### src/rtl/sprite_pkg.sv
// Shared glyph-ROM geometry, pixel/digit types and the glyph base-address helper.
package sprite_pkg;

  localparam int GLYPH_W     = 25;
  localparam int GLYPH_H     = 25;
  localparam int GLYPH_WORDS = 625;
  localparam int ROM_DEPTH   = 6250;
  localparam int NUM_DIGITS  = 5;

  typedef logic [3:0]  bcd_t;
  typedef logic [23:0] rgb_t;

  localparam rgb_t KEY_COLOR_DEFAULT = 24'hFF00FF;

  // First ROM word of a glyph; a constant multiply, so it maps to shifts and adds.
  function automatic logic [12:0] glyph_base(input bcd_t digit);
    return 13'(digit) * 13'(GLYPH_WORDS);
  endfunction

endpackage

### src/rtl/bin2bcd_seq.sv
// Sequential 16-bit double-dabble converter: one shift per cycle, five BCD nibbles out.
// A start seen in DONE restarts straight into SHIFT, so a queued request loses no cycle.
module bin2bcd_seq
  import sprite_pkg::*;
(
  input  logic                  clk,
  input  logic                  rst_n,
  input  logic                  start,
  input  logic [15:0]           bin_in,
  output logic                  busy,
  output logic                  done,
  output bcd_t [NUM_DIGITS-1:0] digits
);

  typedef enum logic [1:0] {IDLE, SHIFT, DONE} state_t;

  state_t                  state;
  logic [15:0]             bin_sr;
  logic [4*NUM_DIGITS-1:0] bcd_sr;
  logic [4*NUM_DIGITS-1:0] bcd_adj;
  logic [3:0]              shift_cnt;

  // Add 3 to every nibble of 5 or more so the following shift carries correctly into the next decade.
  always_comb begin
    bcd_adj = bcd_sr;
    for (int i = 0; i < NUM_DIGITS; i++) begin
      if (bcd_sr[4*i +: 4] >= 4'd5) bcd_adj[4*i +: 4] = bcd_sr[4*i +: 4] + 4'd3;
    end
  end

  // Top nibble of the accumulator is the most significant digit, presented as digits[0].
  always_comb begin
    digits = '0;
    for (int k = 0; k < NUM_DIGITS; k++) begin
      digits[k] = bcd_sr[4*(NUM_DIGITS-1-k) +: 4];
    end
  end

  // Converter FSM: load, sixteen adjust-and-shift steps, then one DONE cycle holding the result.
  always_ff @(posedge clk or negedge rst_n) begin
    if (!rst_n) begin
      state     <= IDLE;
      bin_sr    <= '0;
      bcd_sr    <= '0;
      shift_cnt <= '0;
    end else begin
      case (state)
        IDLE, DONE: begin
          if (start) begin
            bin_sr    <= bin_in;
            bcd_sr    <= '0;
            shift_cnt <= '0;
            state     <= SHIFT;
          end else begin
            state <= IDLE;
          end
        end
        SHIFT: begin
          {bcd_sr, bin_sr} <= {bcd_adj[4*NUM_DIGITS-2:0], bin_sr, 1'b0};
          shift_cnt        <= shift_cnt + 4'd1;
          if (shift_cnt == 4'd15) state <= DONE;
        end
        default: state <= IDLE;
      endcase
    end
  end

  assign busy = (state != IDLE);
  assign done = (state == DONE);

endmodule

### src/rtl/score_digit_renderer.sv
// Five-digit score overlay: queues score loads, converts to BCD, swaps digits at frame start
// and streams glyph ROM addresses/pixels through a three-stage pipeline.
module score_digit_renderer
  import sprite_pkg::*;
#(
  parameter logic [9:0] X0            = 10'd480,
  parameter logic [9:0] Y0            = 10'd32,
  parameter bit         BLANK_LEADING = 1'b1,
  parameter rgb_t       KEY_COLOR     = KEY_COLOR_DEFAULT
) (
  input  logic        Clk,
  input  logic        Reset_n,
  input  logic [15:0] score,
  input  logic        score_load,
  input  logic        frame_start,
  input  logic [9:0]  DrawX,
  input  logic [9:0]  DrawY,
  input  rgb_t        rom_data,
  output logic [12:0] rom_addr,
  output logic        busy,
  output logic        pixel_on,
  output rgb_t        pixel_rgb
);

  localparam int          ADDR_W = $clog2(ROM_DEPTH);
  localparam logic [10:0] X_BASE = {1'b0, X0};
  localparam logic [10:0] Y_BASE = {1'b0, Y0};
  localparam logic [10:0] X_END  = X_BASE + 11'(NUM_DIGITS * GLYPH_W);
  localparam logic [10:0] Y_END  = Y_BASE + 11'(GLYPH_H);

  logic                  conv_start;
  logic                  conv_busy;
  logic                  conv_done;
  logic                  conv_accept;
  logic [15:0]           conv_value;
  bcd_t [NUM_DIGITS-1:0] conv_digits;

  logic                  req_valid;
  logic [15:0]           req_score;
  bcd_t [NUM_DIGITS-1:0] pending;
  logic                  pending_valid;
  bcd_t [NUM_DIGITS-1:0] shown;

  // The converter takes new work when idle or in its DONE cycle; a fresh load beats a queued one.
  assign conv_accept = !conv_busy || conv_done;
  assign conv_start  = conv_accept && (score_load || req_valid);
  assign conv_value  = score_load ? score : req_score;

  bin2bcd_seq u_bin2bcd (
    .clk    (Clk),
    .rst_n  (Reset_n),
    .start  (conv_start),
    .bin_in (conv_value),
    .busy   (conv_busy),
    .done   (conv_done),
    .digits (conv_digits)
  );

  // One-deep request slot for loads arriving mid-conversion; the latest load overwrites.
  always_ff @(posedge Clk or negedge Reset_n) begin
    if (!Reset_n) begin
      req_valid <= 1'b0;
      req_score <= '0;
    end else if (score_load && !conv_accept) begin
      req_valid <= 1'b1;
      req_score <= score;
    end else if (conv_start) begin
      req_valid <= 1'b0;
    end
  end

  // Busy stays up through the cycle after DONE, when the result has just landed in pending.
  always_ff @(posedge Clk or negedge Reset_n) begin
    if (!Reset_n) busy <= 1'b0;
    else          busy <= conv_start || conv_busy;
  end

  // Double buffer: results park in pending and reach the display only at frame start.
  always_ff @(posedge Clk or negedge Reset_n) begin
    if (!Reset_n) begin
      pending       <= '0;
      pending_valid <= 1'b0;
      shown         <= '0;
    end else if (frame_start && conv_done) begin
      pending       <= conv_digits;
      pending_valid <= 1'b0;
      shown         <= conv_digits;
    end else if (frame_start && pending_valid) begin
      pending_valid <= 1'b0;
      shown         <= pending;
    end else if (conv_done) begin
      pending       <= conv_digits;
      pending_valid <= 1'b1;
    end
  end

  logic [10:0]       px;
  logic [10:0]       py;
  logic [10:0]       col_base;
  logic [10:0]       col_off;
  logic [10:0]       row_off;
  logic [2:0]        col;
  logic              in_field;
  logic              lead_zero;
  logic [NUM_DIGITS-1:0] blank_vec;
  logic [ADDR_W-1:0] pix_addr;

  assign px = {1'b0, DrawX};
  assign py = {1'b0, DrawY};

  // Digit column from constant boundary comparators, so no divide is needed.
  always_comb begin
    col      = 3'd0;
    col_base = X_BASE;
    for (int k = 1; k < NUM_DIGITS; k++) begin
      if (px >= X_BASE + 11'(k * GLYPH_W)) begin
        col      = 3'(k);
        col_base = X_BASE + 11'(k * GLYPH_W);
      end
    end
  end

  // A digit is blank while it and every digit to its left are zero; the units digit always shows.
  always_comb begin
    lead_zero = 1'b1;
    blank_vec = '0;
    for (int k = 0; k < NUM_DIGITS; k++) begin
      lead_zero    = lead_zero && (shown[k] == 4'd0);
      blank_vec[k] = BLANK_LEADING && lead_zero && (k < NUM_DIGITS - 1);
    end
  end

  assign in_field = (px >= X_BASE) && (px < X_END) && (py >= Y_BASE) && (py < Y_END);
  assign col_off  = px - col_base;
  assign row_off  = py - Y_BASE;
  assign pix_addr = glyph_base(shown[col]) + 13'(row_off) * 13'(GLYPH_W) + 13'(col_off);

  logic field_d1;
  logic field_d2;
  logic blank_d1;
  logic blank_d2;
  logic opaque;

  assign opaque = field_d2 && !blank_d2 && (rom_data != KEY_COLOR);

  // Pixel pipeline: address at n+1, ROM data at n+2, colour at n+3; flags ride alongside.
  always_ff @(posedge Clk or negedge Reset_n) begin
    if (!Reset_n) begin
      rom_addr  <= '0;
      field_d1  <= 1'b0;
      field_d2  <= 1'b0;
      blank_d1  <= 1'b0;
      blank_d2  <= 1'b0;
      pixel_on  <= 1'b0;
      pixel_rgb <= '0;
    end else begin
      rom_addr  <= in_field ? pix_addr : '0;
      field_d1  <= in_field;
      blank_d1  <= blank_vec[col];
      field_d2  <= field_d1;
      blank_d2  <= blank_d1;
      pixel_on  <= opaque;
      pixel_rgb <= opaque ? rom_data : '0;
    end
  end

endmodule

### config.mk
export PLATFORM = sky130hd
export DESIGN_NAME = score_digit_renderer
export DESIGN_NICKNAME = d
export VERILOG_FILES = /design/src/rtl/sprite_pkg.sv /design/src/rtl/bin2bcd_seq.sv /design/src/rtl/score_digit_renderer.sv
export SDC_FILE = /design/constraint.sdc
export NUM_CORES = 1
export LEC_CHECK = 0
export CELL_PAD_IN_SITES_DETAIL_PLACEMENT = 0
export CELL_PAD_IN_SITES_GLOBAL_PLACEMENT = 1
export CORE_MARGIN = 8
export CORE_UTILIZATION = 44
export DETAILED_ROUTE_END_ITERATION = 8
export PLACE_DENSITY = 0.82
export SLEW_MARGIN = 40
export SYNTH_ARGS = -nofsm -noshare
export SYNTH_HDL_FRONTEND = slang
export SYNTH_SLANG_ARGS = --single-unit
### constraint.sdc
create_clock -name Clk -period 6.4 [get_ports Clk]
set_input_delay 1.28 -clock Clk [delete_from_list [all_inputs] [get_ports Clk]]
set_output_delay 1.28 -clock Clk [all_outputs]
set_load 0.005 [all_outputs]
==> out/results.tsv <==
metric	value	unit
actual slew at the worst max-slew pin	0.722	ns
commonest non-fill, non-tap cell in the layout	dfrtp_1	
vias in the first global route	6473	
most frequent cells in the layout	143 x dfrtp_1, 91 x clkdlybuf4s50_1, 81 x nand2_1, 81 x inv_1, 69 x buf_4	
cts bufs inserted	17	
Main synth FF type	dfrtp_1	
vias per inst	4.96	
Initial Utilization	0.443	
worst IR drop on VDD	0.221	mV
RSZ-0062 raised after global routing	yes	
Adder-Cell Fraction of Synth Area	0.179	
initial drt markers	221	
Static Leakage	0.00533	uW
post-DP HPWL	14.5	mm
critical-path maximum fanout	4	
gr usage total	0.166	
cell mode on critical path	fa_1	
max-capacitance violation count	0	
DRC viols	0	
Clock transition at path regs	0.06	ns
vias	6298	
initial antenna violation count	0	
Crit Path Category	primary input to flop	
slowest CP cell	fa_1	
Final min period	6.25	ns
chip height	155	um
cells along the critical path	dlygate4sd2_1 -> nor2_1 -> o21ai_2 -> buf_4 -> o21ai_4 -> mux2_4 -> a222oi_1 -> buf_4 -> inv_4 -> ha_4 -> fa_1 -> fa_1 -> fa_1 -> inv_1 -> fa_1 -> inv_2 -> ha_4 -> a21o_1 -> a21oi_2 -> o31ai_2 -> a21o_1 -> a21oi_2 -> xor3_1 -> nor2_1	
Slew headroom	0.517	
width of the die	155	um
Hold Fails Final Rpt	0	
Routed WL per cell	15.1	um
first-pass GRT wire length	32.4	mm
Skew-Pair Late Insertion Delay	0.42	ns
Syn Area/Cell	10.3	um^2
Yosys top cell by area	dfrtp_1	
fraction of final layout cells with drive strength greater than 1	0.189	
Ports	103	
Net Count, Synth	995	
period utilization	0.976	
final cell count without fillers	1271	
CTS Buffer Depth	2	
Post-synth EDFFs	0	
# port buffers	102	
Synth Area in Compound Gates	0.109	
CP endpoint kind	flop	
setup_tns	0	ns
H-tree Lvls	4	
Overflow after GRT	0	
clock sink count	143	
xor and xnor area share after synthesis	0.0352	
Simple-Gate Fraction of Synth Area	0.128	
Final Net Count	1159	
largest cells by area after synthesis	dfrtp_1 42%, ha_1 10%, fa_1 7.7%	
mux cell area share after synthesis	0.0790	
Critical Path Start Type	primary input	
cell area after synthesis	8540	um^2
area delta synth->final	29.4	%
Core ar.	19300	um^2
largest family of logic cells by synthesized area	adder cells	
PwrDens	340	nW/um^2
Routed WL	19.2	mm
status	finished, final reports clean	
pin count of the biggest net entering global routing	90	
max incr delay on CP	0.51	ns
Cells after Synth	829	
post-synthesis register bit count	143	
DP Cell Count	1233	
ANT nets after route	0	
critical path data required time	6.74	ns
Pre-antenna DRT Iters	4	
Yosys cell types	58	
top cell type's share of synthesized area	0.419	
worst min path class	flop to flop	
root buf cell	clkbuf_16	
Crit path arrival time	6.59	ns
Ys Warns	0	
clk_skew	0.0159	ns
Placer Congestion	0.798	
final core occ	0.573	
final setup fails	0	
Post-synth ARST share	1.00	
register area share after synthesis	0.419	
# diodes	0	
Fmax achieved	160	MHz
TritonCTS clock tree	done	
row count	51	
die area	24100	um^2
final max-slew violation count	0	
stage by stage:
| stage | area, um^2 | setup slack (ns) | power [uW] | hold WS (ns) |
|---|---|---|---|---|
| floorplan | 8590 | -0.123 | 2300 | 0.331 |
| detailed placement | 10400 | -0.781 | 2800 | 0.340 |
| global route | 11000 | -0.0377 | 4070 | 0.361 |
| finish | 11000 | 0.151 | 3760 | 0.349 |
| CTS | 11000 | 0.00920 | 3770 | 0.354 |
| global placement | 10300 | -0.660 | 2740 | 0.338 |
power breakdown:
group,switching [uW],leakage (uW),internal (uW)
sequential,134,0.00190,1090
clock,402,0.000270,555
combinational,811,0.00316,764
total,1350,0.00533,2410
critical path: cells and delay by family:
family / cells / cell delay (ns)
buf+inv: 6 / 0.79
xor+xnor: 1 / 0.22
mux: 1 / 0.31
compound gates: 8 / 1.23
fa+ha+maj: 6 / 2.45
simple gates: 2 / 0.31
metal layers:
metal,global-route usage,routed length [um]
met5,0,0
met1,0.215,8950
met2,0.281,9330
met3,0.0355,703
met4,0.0374,218
repair_timing:
action	in CTS	in global routing
endpoints found under the setup margin	4	5
hold buffers	0	0
gates resized for setup	25	25
pin swaps	12	17
buffers inserted	4	2
cell families after synthesis:
logic type                 Yosys count
muxes                               60
adders and majority gates          102
buffers and inverters              115
AOI/OAI and AO/OA                  150
DFF                                143
xor gates and xnor gates            31
and+or+nand+nor                    228
worst paths after layout:
path / startpoint / to / slack, ns / cells after the start
max in group asynchronous: Reset_n / pending[11] / 4.29 / 2
min reg2reg: field_d1 / field_d2 / 0.35 / 0
max: DrawX[8] / rom_addr[12] / 0.15 / 24
min in group asynchronous: Reset_n / req_score[2] / 0.92 / 1
min: field_d1 / field_d2 / 0.35 / 0
max reg2reg: shown[15] / rom_addr[12] / 1.57 / 19
flip-flops by register name, summed over array words and instances (netlist names):
register / count
field_d2: 1
pending_valid: 1
u_bin2bcd.shift_cnt: 4
u_bin2bcd.bcd_sr: 20
pixel_rgb: 24
pixel_on: 1
u_bin2bcd.bin_sr: 16
busy: 1
blank_d1: 1
u_bin2bcd.state: 2
blank_d2: 1
pending: 20
req_valid: 1
req_score: 16
shown: 20
rom_addr: 13
field_d1: 1
area by class of cell:
cell class	count	area, um^2
clock buffers	20	447
clock inverters	12	125
fillers	1683	8220
inverters	87	334
multi-input cells	571	4680
flip-flops and latches	143	3580
well taps	265	332
repair buffers	173	1560
cell usage after synthesis, drive strengths merged, types with 3 or more instances:
master and instances:
ha 69, nand2b 10, fa 33, nor3 13
or2 3, mux2 39, nor2 45, nand3 15
nand4 4, a32o 5, mux2i 19, o31ai 9
o21ai 64, buf 6, and2 28, nand2 84
xnor2 17, o211ai 3, o21a 4, dfrtp 143
xor2 12, clkbuf 22, a21o 8, a31oi 3
a21oi 38, nor4 5, inv 86, nor2b 11
Power figures use the tool's default switching activity.
